<file path="config.mk">
export PLATFORM = sky130hd
export DESIGN_NAME = regfile_mp
export DESIGN_NICKNAME = d
export VERILOG_FILES = /design/src/rtl/regfile_mp.sv
export SDC_FILE = /design/constraint.sdc
export NUM_CORES = 2
export LEC_CHECK = 0
export BUFFER_PORTS_ARGS = -buffer_cell sky130_fd_sc_hd__buf_2
export CAP_MARGIN = 10
export CORE_MARGIN = 2
export CORE_UTILIZATION = 40
export CTS_CLUSTER_DIAMETER = 200
export DETAILED_ROUTE_END_ITERATION = 8
export PLACE_DENSITY = 0.62
export SLEW_MARGIN = 10
export SYNTH_ARGS = -nofsm -noshare
export SYNTH_HDL_FRONTEND = slang
export SYNTH_SLANG_ARGS = --single-unit
</file>
<file path="constraint.sdc">
create_clock -name clk -period 60.1 [get_ports clk]
set_clock_uncertainty 0.15 [all_clocks]
set_input_delay 12.02 -clock clk [delete_from_list [all_inputs] [get_ports clk]]
set_output_delay 12.02 -clock clk [all_outputs]
set_load 0.01 [all_outputs]
</file>
<file path="src/rtl/regfile_mp.sv">
// regfile_mp: multi-port register file with a priority pipeline write, a handshaked mult/div write and a busy scoreboard.
// Define REGFILE_BYPASS_EN to forward same-cycle write data to the read ports.
module regfile_mp #(
  parameter int DATA_W = 32,
  parameter int ADDR_W = 5,
  parameter int NRD    = 2
) (
  input  logic                  clk,
  input  logic                  rst,
  input  logic [NRD*ADDR_W-1:0] rd_addr,
  output logic [NRD*DATA_W-1:0] rd_data,
  output logic [NRD-1:0]        rd_busy,
  input  logic                  wr0_en,
  input  logic [ADDR_W-1:0]     wr0_addr,
  input  logic [DATA_W-1:0]     wr0_data,
  input  logic                  wr1_valid,
  output logic                  wr1_ready,
  input  logic [ADDR_W-1:0]     wr1_addr,
  input  logic [DATA_W-1:0]     wr1_data,
  input  logic                  rsv_en,
  input  logic [ADDR_W-1:0]     rsv_addr,
  output logic                  sb_conflict
);
  localparam int DEPTH = 2 ** ADDR_W;
  logic [DATA_W-1:0] regs_q [DEPTH];
  logic [DATA_W-1:0] regs_d [DEPTH];
  logic [DEPTH-1:0]  busy_q, busy_d;
  logic              conf_q, conf_d;
  logic              wr0_act, wr1_act, rsv_act;
  assign wr1_ready   = ~wr0_en;
  assign wr0_act     = wr0_en && wr0_addr != '0;
  assign wr1_act     = wr1_valid && wr1_ready && wr1_addr != '0;
  assign rsv_act     = rsv_en && rsv_addr != '0;
  assign sb_conflict = conf_q;
  always_comb begin
    regs_d = regs_q;
    if (wr0_act) regs_d[wr0_addr] = wr0_data;
    else if (wr1_act) regs_d[wr1_addr] = wr1_data;
  end
  // clear first so a same-cycle reserve on the same register wins
  always_comb begin
    busy_d = busy_q;
    if (wr1_act) busy_d[wr1_addr] = 1'b0;
    if (rsv_act) busy_d[rsv_addr] = 1'b1;
  end
  assign conf_d = (rsv_act && busy_q[rsv_addr] && !(wr1_act && wr1_addr == rsv_addr)) ||
                  (wr0_act && busy_q[wr0_addr]);
  always_ff @(posedge clk or posedge rst) begin
    if (rst) begin
      regs_q <= '{default: '0};
      busy_q <= '0;
      conf_q <= 1'b0;
    end else begin
      regs_q <= regs_d;
      busy_q <= busy_d;
      conf_q <= conf_d;
    end
  end
  for (genvar k = 0; k < NRD; k++) begin : g_rd
    logic [ADDR_W-1:0] ra;
    assign ra         = rd_addr[k*ADDR_W +: ADDR_W];
    assign rd_busy[k] = busy_q[ra];
`ifdef REGFILE_BYPASS_EN
    assign rd_data[k*DATA_W +: DATA_W] = ra == '0 ? '0 :
                                         wr0_act && wr0_addr == ra ? wr0_data :
                                         wr1_act && wr1_addr == ra ? wr1_data : regs_q[ra];
`else
    assign rd_data[k*DATA_W +: DATA_W] = ra == '0 ? '0 : regs_q[ra];
`endif
  end
endmodule

</file>
# After elaboration in Yosys (flattened, before gate mapping)

Index checks and enable logic that the tools add are counted.

Input bits: 94
Flip-flop bits (word level): 1057
Output and inout bits: 68

$lt $le $gt $ge: 13
Reductions and logical operators: 20
Multiplexer cells: 30
Bitwise logic cells: 8
Equality and inequality tests: 1

Operator list:

| operator           | count |
|---|---|
| $bwmux 1024        | 2 |
| $mux 1024          | 2 |
| $bmux 32 s5        | 2 |
| $demux 32 s5       | 2 |
| $mux 32            | 10 |
| $and 32x32->32     | 1 |
| $not 32->32        | 1 |
| $or 32x32->32      | 1 |
| $lt 5x6->1 const B | 5 |
| $ge 6x6->1 const B | 4 |
| $not 5->6          | 4 |
| $bmux 1 s5         | 4 |
| $reduce_bool 5->1  | 3 |
| $logic_and 1x1->1  | 12 |
| $lt 6x1->1 const B | 2 |
| $demux 1 s5        | 2 |
| $ge 5x1->1 const B | 2 |
| $logic_not 5->1    | 2 |
| $mux 1             | 6 |
| $eq 5x5->1         | 1 |
| $reduce_bool 2->1  | 1 |
| $logic_not 1->1    | 1 |
| $logic_or 1x1->1   | 1 |
| $not 1->1          | 1 |

# Longest topological paths before layout

Word-level depth: 9
Mapped depth: 9
Depth with buffers taken out: 5

# Worst setup path after synthesis

No wires, ideal clock.

Kind: in2out
Start: input port rd_addr[1]
End: output port rd_data[10]
Required time: 47.930 ns
Data arrival time: 13.720 ns
Path slack: 34.210 ns
Stages on the path: 8
Path through: clkbuf_1 -> buf_6 -> clkbuf_1 -> buf_2 -> mux4_2 -> mux4_2 -> nand2_1 -> o21ai_1

Word-level cells in the longest chain between the ends: 5
Elaborated cells on any way between the ends: 6
Classes of those cells: 4 x mux; 1 x bitwise; 1 x reduce/logical

RTL lines:

| element                                    | RTL line | text |
|---|---|---|
| from (decl)                                | 10       | `input logic [NRD*ADDR_W-1:0] rd_addr,` |
| $not 5->6 (implied by the code)            | 68       | `assign rd_data[k*DATA_W +: DATA_W] = ra == '0 ? '0 : regs_q[ra];` |
| $bmux 32 s5                                | 68       |  |
| $mux 32 (implied by the code) (2 in a row) | 68       |  |
| $mux 32 *                                  | 68       |  |
| to (decl)                                  | 11       | `output logic [NRD*DATA_W-1:0] rd_data,` |

Every way passes the cells marked *; elsewhere a longest branch is shown, timed or not. The select of a mux whose other input is x is not followed.

# Final worst setup path

Start: input port rd_addr[0]
End: output port rd_data[26]

Same word-level chain as after synthesis.

==> metrics.md <==
| Metric | Value |
|---|---|
| Status | complete, no violations |
| R2R Setup Slk | 58.05 ns |
| Hold Crit Depth | 0 |
| Worst setup EP type | primary output |
| Drt initial violations | 9,044 |
| Root Buffer | clkbuf_16 |
| Commonest non-fill, non-tap cell in the layout | dfrtp_1 |
| Post-DP Area | 62,100 um2 |
| HPWL Detailed | 142,000 um |
| Cells after DPL | 6,478 |
| Clock H-tree levels | 3 |
| Syn_nets | 5,031 |
| Hold Path Class | flop to flop |
| Cell area after synthesis | 60,000 um2 |
| CP Max Fanout | 101 |
| Register area share after synthesis | 44.1% |
| Comb pwr share | 22.7% |
| R2R Path End | sb_conflict$_DFF_PP0_ |
| Antenna Nets Post-Route | 0 |
| Initial DRT Pass Iterations | 9 |
| Largest net degree at the start of global routing | 129 |
| Fillcell total | 13,700 |
| Post-synth EDFFs | 0 |
| Clock sink total | 1,057 |
| CTS tree | built |
| Synth Warn # | 0 |
| Worst Hold Launch | regs_q[1018]$_DFFE_PP0P_ |
| Core area | 149,000 um2 |
| Fin crit period | 29.14 ns |
| Unrepaired setup endpoints after global routing | no |
| Yosys cell types | 57 |
| Maximum operating frequency | 0.0343 GHz |
| Class of the most critical setup path | input pin to primary output |
| P_sw | 0.679 mW |
| Internal power | 1.53 mW |
| Worst rel slew slack | 11.5% |
| Area growth syn-to-layout | 9.94% |
| Seq pwr share | 43.8% |
| Ys flop type | dfrtp_1 |
| CTS clk-pin slew, worst paths | 0.06 ns |
| DRC viols | 0 |
| # resized after CTS | 0 |
| Port buffer count | 161 |
| Die W | 391 um |
| Top Ports | 162 |
| Clock Latency Late Sink | 0.76 ns |
| Post-Layout Cell Count | 6,694 |
| Power density over cell area | 33.5 nW/um2 |
| Finished Cell Area | 65,900 um2 |
| VDD IR max | 23.3 uV |
| Startpoint Class | input pin |
| CP required | 47.93 ns |
| Clock power share | 33.5% |
| Total gr overflow | 0 |
| Setup TNS | 0 ns |
| Initial Util | 40.2% |
| Clk buf depth | 3 |
| Fin. max-slew vios | 0 |
| R2r worst-path depth | 5 |
| Num CTS Buffers | 110 |
| RR Startpoint | busy_q[22]$_DFF_PP0_ |
| Global Route Usage Sum | 34.2% |
| Number of setup buffers added after CTS | 0 |
| Leak | 26.0 nW |
| Switching share of total power | 30.7% |
| Number of max-cap violations | 0 |
| Crit path setup slack, layout | 30.96 ns |
| WL final | 266,000 um |
| Setup WS pre-CTS | 30.91 ns |
| Layout cells sized above 1 | 26.9% |
| Hold buffers post-CTS | 0 |
| Number of endpoints failing setup at the final stage | 0 |
| Fraction of registers with async set/reset | 100% |
| Vias in the first global route | 49,500 |
| Multi-input logic area | 30,800 um2 |
| Worst slew pin tran | 1.32 ns |
| Hold Vio Cnt, Final | 0 |
| Hold Path End | regs_q[1018]$_DFFE_PP0P_ |
| Most frequent cells in the layout | 1,057 x dfrtp_1, 992 x a22oi_1, 673 x mux4_2, 548 x o21ai_0, 531 x o21ai_1 |
| Routability congestion estimate | 0.923 |
| Initial antenna violation count | 22 |
| Die area | 153,000 um2 |
| Vias per cell | 7.76 |
| Die height | 391 um |
| Routed vias | 52,000 |
| Sequential Area | 26,500 um2 |
| Wirelength per Cell | 39.7 um |
| First-pass GRT wire length | 375,000 um |
| Final period utilization | 48.5% |
| Critical Path AT | 16.97 ns |
| Row Count | 142 |
| Avg Inst Size Synth | 12.1 um2 |
| Final #Nets | 4,740 |
| #FFs+latches synth | 1,057 |
| Post-synthesis cell count | 4,937 |
-- cell usage after synthesis, drive strengths merged, types with 8 or more instances --
| cell | n | area, um2 |
|---|---|---|
| nor3 | 24 | 231 |
| dfrtp | 1057 | 26500 |
| and2 | 8 | 50.1 |
| a21oi | 32 | 209 |
| o21ai | 1079 | 5400 |
| nand2 | 164 | 616 |
| mux2i | 10 | 100 |
| mux4 | 673 | 15200 |
| nor2 | 11 | 43.8 |
| buf | 234 | 1280 |
| nor2b | 9 | 56.3 |
| a22oi | 992 | 7450 |
| clkbuf | 485 | 1830 |
| inv | 70 | 263 |
| o211ai | 31 | 328 |
-- state kept, by name (all words and copies together), names as in the netlist --
signal and cells:
regs_q 1024, busy_q 32, sb_conflict 1
-- power by group through the flow --
stage | combinational (mW) | sequential [mW] | clock (mW)
6_report | 0.503 | 0.968 | 0.740
3_5_place_dp | 0.493 | 0.967 | 0
4_1_cts | 0.493 | 0.957 | 0.740
2_1_floorplan | 0.375 | 0.931 | 0
5_1_grt | 0.538 | 0.978 | 0.769
3_3_place_gp | 0.480 | 0.961 | 0
-- stage by stage --
step	hold WS, ns	power, mW	utilization (%)
after floorplan	0.291	1.31	-
after global placement	0.226	1.44	41.6
after detailed placement	0.232	1.46	41.6
after CTS	0.247	2.19	44.1
after global routing	0.261	2.28	44.1
final	0.247	2.21	44.2
-- cells by family (layout without fill, tap and decap cells) --
kind of cell	Yosys count	after routing	synth area share, %
AOI/OAI and AO/OA	2154	2154	22.6
xor gates and xnor gates	4	4	0.0584
and+or+nand+nor	248	248	2.07
muxes	685	685	25.5
DFF	1057	1057	44.1
other	0	14	0
buffers and inverters	789	588	5.63
-- worst max-delay path, cell delays in order --
cell,delay [ns]
buf_8,0.54
buf_12,0.69
buf_4,0.90
buf_4,0.86
mux4_2,0.60
mux4_2,0.48
inv_1,0.12
o21ai_1,0.19
buf_2,0.23
-- per-layer routing --
metal  vias up  wire length [um]  global-route usage (%)
met2      5286            109000                    46.6
met4        28             18400                    19.8
met1     26400             90100                    42.8
li1      19000                 -                       -
met5         -               444                   0.893
met3      1248             47800                    18.3
-- worst max path at each step --
stage	start	end	slack, ns	cells after the start
after floorplan	rst	busy_q[0]$_DFF_PP0_	18.18	1
after global placement	rd_addr[0]	rd_data[26]	30.94	9
after detailed placement	rd_addr[0]	rd_data[26]	30.91	9
after CTS	rd_addr[0]	rd_data[26]	30.92	9
after global routing	rd_addr[0]	rd_data[26]	30.56	9
final	rd_addr[0]	rd_data[26]	30.96	9
-- area by class of cell --
cell class,count,area share [%]
flip-flops and latches,1057,40.1
well taps,1944,3.69
inverters,70,0.410
clock buffers,155,4.84
repair buffers,316,3.17
clock inverters,47,0.943
multi-input cells,3091,46.8
diodes,14,0.0532
Note: power is estimated with default switching activity, not from simulation.
